<file path="src/rtl/sky130_fd_io__pad_drv_seq.sv">
// Core-to-pad output driver sequencer: staged segment enable/disable with hi-Z turnaround.
// Optional DRIVE-state watchdog: define SKY130_FD_IO_PAD_DRV_WDOG_EN.
module sky130_fd_io__pad_drv_seq #(
    parameter int SEGS     = 4,
    parameter int STEP_CYC = 2,
    parameter int TURN_CYC = 3,
    parameter int WDOG_CYC = 1024
) (
    input  logic            CLK,
    input  logic            RESET,
    input  logic            DATA_IN,
    input  logic            VALID,
    output logic            READY,
    input  logic            RELEASE,
    output logic            PAD_OUT,
    output logic            PAD_OE,
    output logic [SEGS-1:0] DRV_EN,
    output logic            BUSY,
    output logic            WDOG_TRIP
);

    typedef enum logic [2:0] {
        S_IDLE,
        S_UP,
        S_DRIVE,
        S_DOWN,
        S_TURN
    } state_t;

    localparam logic [15:0] STEP_LAST = 16'(STEP_CYC - 1);
    localparam logic [15:0] TURN_LAST = 16'(TURN_CYC - 1);
    localparam logic [15:0] WDOG_LAST = 16'(WDOG_CYC - 1);

    state_t          r_state;
    logic            r_ready;
    logic            r_pad;
    logic            r_oe;
    logic [SEGS-1:0] r_drv;
    logic            r_busy;
    logic            r_trip;
    logic [15:0]     r_step;

    logic            w_acc;
    logic [SEGS-1:0] w_up;
    logic [SEGS-1:0] w_dn;
    logic [15:0]     w_step_inc;

    assign w_acc      = VALID & r_ready;
    assign w_up       = (r_drv << 1) | SEGS'(1);
    assign w_dn       = r_drv >> 1;
    assign w_step_inc = (&r_step) ? r_step : r_step + 16'd1;

`ifdef SKY130_FD_IO_PAD_DRV_WDOG_EN
    logic [15:0] r_wdog;
    logic [15:0] w_wdog_inc;
    assign w_wdog_inc = (&r_wdog) ? r_wdog : r_wdog + 16'd1;
`else
    logic w_unused;
    assign w_unused = ^WDOG_LAST;
`endif

    // Sequencer: state, segment thermometer, pad data/enable and handshake
    always_ff @(posedge CLK or posedge RESET) begin
        if (RESET) begin
            r_state <= S_IDLE;
            r_ready <= 1'b0;
            r_pad   <= 1'b0;
            r_oe    <= 1'b0;
            r_drv   <= '0;
            r_busy  <= 1'b0;
            r_trip  <= 1'b0;
            r_step  <= '0;
`ifdef SKY130_FD_IO_PAD_DRV_WDOG_EN
            r_wdog  <= '0;
`endif
        end else begin
            r_trip <= 1'b0;
            unique case (r_state)
                S_IDLE: begin
                    r_ready <= 1'b1;
                    if (w_acc) begin
                        r_pad  <= DATA_IN;
                        r_oe   <= 1'b1;
                        r_drv  <= SEGS'(1);
                        r_busy <= 1'b1;
                        r_step <= '0;
`ifdef SKY130_FD_IO_PAD_DRV_WDOG_EN
                        r_wdog <= '0;
`endif
                        if (SEGS == 1) begin
                            r_state <= S_DRIVE;
                        end else begin
                            r_state <= S_UP;
                            r_ready <= 1'b0;
                        end
                    end
                end
                S_UP: begin
                    if (r_step == STEP_LAST) begin
                        r_step <= '0;
                        r_drv  <= w_up;
                        if (&w_up) begin
                            r_state <= S_DRIVE;
                            r_ready <= 1'b1;
`ifdef SKY130_FD_IO_PAD_DRV_WDOG_EN
                            r_wdog  <= '0;
`endif
                        end
                    end else begin
                        r_step <= w_step_inc;
                    end
                end
                S_DRIVE: begin
                    if (w_acc) begin
                        r_pad <= DATA_IN;
`ifdef SKY130_FD_IO_PAD_DRV_WDOG_EN
                        r_wdog <= '0;
`endif
                    end else if (RELEASE) begin
                        r_state <= S_DOWN;
                        r_ready <= 1'b0;
                        r_step  <= STEP_LAST;
`ifdef SKY130_FD_IO_PAD_DRV_WDOG_EN
                    end else if (r_wdog == WDOG_LAST) begin
                        r_state <= S_DOWN;
                        r_ready <= 1'b0;
                        r_step  <= STEP_LAST;
                        r_trip  <= 1'b1;
                    end else begin
                        r_wdog <= w_wdog_inc;
`endif
                    end
                end
                S_DOWN: begin
                    if (r_step == STEP_LAST) begin
                        r_step <= '0;
                        r_drv  <= w_dn;
                        if (w_dn == '0) begin
                            r_oe <= 1'b0;
                            if (TURN_CYC == 0) begin
                                r_state <= S_IDLE;
                                r_ready <= 1'b1;
                                r_busy  <= 1'b0;
                            end else begin
                                r_state <= S_TURN;
                            end
                        end
                    end else begin
                        r_step <= w_step_inc;
                    end
                end
                S_TURN: begin
                    if (r_step == TURN_LAST) begin
                        r_state <= S_IDLE;
                        r_ready <= 1'b1;
                        r_busy  <= 1'b0;
                    end else begin
                        r_step <= w_step_inc;
                    end
                end
                default: begin
                    r_state <= S_IDLE;
                end
            endcase
        end
    end

    assign READY     = r_ready;
    assign PAD_OUT   = r_pad;
    assign PAD_OE    = r_oe;
    assign DRV_EN    = r_drv;
    assign BUSY      = r_busy;
    assign WDOG_TRIP = r_trip;

endmodule

</file>
<file path="config.mk">
export PLATFORM = sky130hd
export DESIGN_NAME = sky130_fd_io__pad_drv_seq
export DESIGN_NICKNAME = d
export VERILOG_FILES = /design/src/rtl/sky130_fd_io__pad_drv_seq.sv
export SDC_FILE = /design/constraint.sdc
export NUM_CORES = 1
export LEC_CHECK = 0
export CAP_MARGIN = 15
export CORE_MARGIN = 8
export CORE_UTILIZATION = 56
export CTS_BUF_LIST = sky130_fd_sc_hd__clkbuf_4 sky130_fd_sc_hd__clkbuf_8
export DETAILED_ROUTE_END_ITERATION = 12
export GPL_ROUTABILITY_DRIVEN = 0
export PLACE_DENSITY = 0.77
export SLEW_MARGIN = 0
export SYNTH_ARGS = -nofsm -noshare
export SYNTH_HDL_FRONTEND = slang
export SYNTH_SLANG_ARGS = --single-unit
</file>
<file path="constraint.sdc">
create_clock -name CLK -period 4.68 [get_ports CLK]
set_input_delay 0.936 -clock CLK [delete_from_list [all_inputs] [get_ports CLK]]
set_output_delay 0.936 -clock CLK [all_outputs]
set_load 0.005 [all_outputs]
</file>
==> metrics.md <==
| Metric | Value |
|---|---|
| Outcome | complete, no violations |
| Avg Cell Area, Syn | 8.600 um^2 |
| Final setup fails | 0 |
| Minimum clock period | 2.769 ns |
| Worst Hold Path EP | BUSY |
| Gate Count Post-Synth | 197 |
| CTS tree | yes |
| Row Count | 20 |
| Core Area | roughly 0.003 mm^2 |
| Hold Path Origin | BUSY |
| Clock slew at reported path FFs | 0.15 ns |
| Initial Util | 57.37% |
| DRT Wirelength | 3729 um |
| Clock sink count | 27 |
| Via Count | 1506 |
| Die X | 71 um |
| Post-CTS Setup Inserts | 0 |
| Drt drc | 0 |
| VDD IR-drop max | roughly 0.00029 V |
| Critical Path RT | 4.94 ns |
| Clk root buf | clkbuf_4 |
| Period utilization | 59.16% |
| Max_cap viols | 0 |
| Area growth, synth to finish | 10.19% |
| Clock Skew | 0.005404 ns |
| Total track usage | 15.12% |
| Filler Cell Count | about 250 |
| Delay of the slowest critical-path stage | 0.46 ns |
| Critical path depth | 7 |
| Seq/Total Area, Yosys | roughly two fifths |
| Fin. Hold Viols | 0 |
| Met2 usage | about a quarter |
| Final design utilization | 63.22% |
| Largest net degree at the start of global routing | 28 |
| Startpoint types | input pin |
| Register area | 675.6 um^2 |
| CP dominant cell by count | a21oi_1 |
| Pwr/cell area | 516.1 mW/mm^2 |
| Max frequency | 361.2 MHz |
| Predominant post-synthesis flop cell | dfrtp_1 |
| Worst hold slack | 0.5254 ns |
| Port Buffers | 12 |
| ANT cells | 0 |
| Worst path slowest cell | clkdlybuf4s50_1 |
| Leakage | 0.0007748 uW |
| WP buf/inv | 1 |
| Met3 Use GR | 2.119% |
| Worst-Skew Late Latency | about 0.32 ns |
| Yosys cell types | 48 |
| TNS Setup | 0 ns |
| Share of cells above drive strength 1 | between 7 and 8% |
| TritonRoute pass-1 iters | 4 |
| EDFF count, synth | 0 |
| Gr ovfl total | 0 |
| Max Slew Vio Count | 0 |
| Die Y | roughly 71 um |
| Cell area after layout | between 0.0015 and 0.002 mm^2 |
| Initial antenna violation count | 0 |
| Least-Margin Pin Slew | 0.8293 ns |
| Clock Tree Buf Depth | 2 |
| DP Area | 0.001812 mm^2 |
| R2R Path Start | r_step[9] |
| CP cell instances | clkdlybuf4s50_1 -> a21boi_0 -> a21oi_1 -> o32ai_2 -> nand3_1 -> or3_1 -> a21oi_1 |
| Via density | between 6 and 7 |
| Antenna-violating nets left | 0 |
| Max FO, Critical Path | 9 |
| Die area | roughly 0.0050 mm^2 |
| Nets | 213 |
| First DRT Iteration DRCs | about 270 |
| CP Capture Type | flop |
| Worst Hold Depth | 2 |
| Per-cell routed wire length | 15.73 um |
| Multi-input gate area | 948.4 um^2 |
| Syn_nets | 205 |
| Critical R2R Capture | r_step[12] |
| RSZ-0062 raised after global routing | no |
| Global routing usage on met1 | 21.11% |
| Asr flop ratio synth | 100.0% |
| Synth Register Bits | 27 |
| CP delay by family, top | compound AO/OA/AOI/OAI gates |
| Mapped Area | around 0.0017 mm^2 |
| Worst hold path class | flop to flop |
| CTS Hold Bufs | 0 |
| Power Total | between 900 and 1000 uW |
| Max_slew headroom | between 40% and 50% |
| Htree depth | 1 |
| Global-route layer with the greatest usage | met2 |
| YS warnings | 0 |
| WP data arrival | 3.03 ns |
| Setup CP Type | input pin to flop |
| Io pins | 14 |
| First-pass GRT wire length | between 6000 and 7000 um |
| Number of CTS-inserted buffers | 3 |
| FF-to-FF setup slack | 1.95 ns |
| Post-cts resize count | 0 |
| Vias in the first global route | 1403 |
| Reg2Reg Depth | 6 |
| Hpwl dp | approximately 2700 um |
[stage by stage]
stage	instances	worst slack, ns
after CTS	236	1.940
after detailed placement	232	1.602
final	237	1.911
after floorplan	197	2.272
after global placement	232	1.675
after global routing	237	1.732
[layout make-up]
| type | instances | share of cell area, % |
|---|---|---|
| Multi-Input combinational cell | 153 | 50.80 |
| Sequential cell | 27 | 36.19 |
| Timing Repair Buffer | 13 | 7.909 |
| Tap cell | 33 | 2.212 |
| Inverter | 7 | 1.408 |
| Clock buffer | 3 | 1.206 |
| Clock inverter | 1 | 0.2681 |
[report_power, final]
group | leakage [uW] | internal [uW] | switching [uW] | total [uW]
logic | 0.000403 | 217 | 270 | 488
clock network | 0.0000177 | 32.0 | 70.5 | 102
registers | 0.000354 | 279 | 94.7 | 373
total | 0.000775 | 528 | 436 | 963
[synthesized netlist by cell type, drive strengths merged (2+ instances only)]
cell type | count | area, um^2
a2bb2oi | 2 | 17.52
nand2b | 3 | 26.27
or4 | 3 | 26.27
a41oi | 2 | 17.52
nand4b | 3 | 26.28
o21ai | 16 | 80.07
mux2 | 3 | 33.78
nor4 | 2 | 12.51
or3 | 6 | 37.54
and3 | 2 | 12.51
nand2 | 17 | 63.81
nor2 | 21 | 78.83
xor2 | 4 | 35.03
nor3 | 8 | 50.05
a31oi | 6 | 37.54
buf | 4 | 21.27
inv | 7 | 26.28
ha | 3 | 37.54
clkbuf | 6 | 22.52
a21oi | 16 | 83.83
nand3 | 10 | 50.05
dfrtp | 27 | 675.7
and2 | 3 | 18.77
mux2i | 2 | 20.02
a22o | 2 | 17.52
nand4 | 4 | 25.02
[worst register-to-register path: cells and delay by family (launching register included)]
kind	cells	cell delay (ns)
and+or+nand+nor	4	1.80
AOI/OAI and AO/OA	2	0.39
DFF	1	0.43
[registers in the layout (all words and copies together), names as in the netlist]
register,flops
r_state,3
PAD_OE,1
r_step,16
PAD_OUT,1
READY,1
BUSY,1
DRV_EN,4
[routing by layer]
| metal | vias up | wire [um] |
|---|---|---|
| met5 | - | 0 |
| met4 | 0 | 32 |
| met3 | 4 | 137 |
| met2 | 30 | 1764 |
| met1 | 737 | 1794 |
| li1 | 735 | - |
[worst max-delay path by stage]
stage | start | end | slack [ns]
global route | RELEASE | r_step[8] | 1.73
CTS | RELEASE | r_step[8] | 1.94
global placement | RELEASE | r_step[8] | 1.68
finish | RELEASE | r_step[8] | 1.91
detailed placement | RELEASE | r_step[8] | 1.60
floorplan | RELEASE | r_step[0] | 2.27
[cells by family (layout without fill, tap and decap cells)]
| logic type | count (synthesis) | in the layout | share of synthesized area [%] |
|---|---|---|---|
| AOI/OAI and AO/OA | 52 | 52 | 19.28 |
| xor gates and xnor gates | 4 | 4 | 2.068 |
| adders and majority gates | 3 | 3 | 2.216 |
| buffers and inverters | 17 | 24 | 4.136 |
| DFF | 27 | 27 | 39.88 |
| muxes | 5 | 5 | 3.176 |
| other | 1 | 1 | 0.2214 |
| and+or+nand+nor | 88 | 88 | 29.03 |
[cell usage in the layout, fill, tap and decap left out, types with 2 or more instances in the layout]
master / synthesis / routed
a21oi_1: 15 / 15
a22o_1: 2 / 2
a2bb2oi_1: 2 / 2
a31oi_1: 6 / 6
a41oi_1: 2 / 2
and2_1: 3 / 3
and3_1: 2 / 2
clkbuf_4: 0 / 3
clkdlybuf4s50_1: 0 / 12
dfrtp_1: 27 / 27
ha_1: 3 / 3
inv_1: 7 / 7
mux2_2: 3 / 3
mux2i_1: 2 / 2
nand2_1: 17 / 17
nand2b_1: 2 / 2
nand3_1: 10 / 10
nand4_1: 4 / 4
nand4b_1: 3 / 3
nor2_1: 21 / 21
nor3_1: 6 / 6
nor3_2: 2 / 2
nor4_1: 2 / 2
o21ai_0: 15 / 15
or3_1: 6 / 6
or4_1: 2 / 2
xor2_1: 4 / 4
Note: power is estimated with default switching activity, not from simulation.
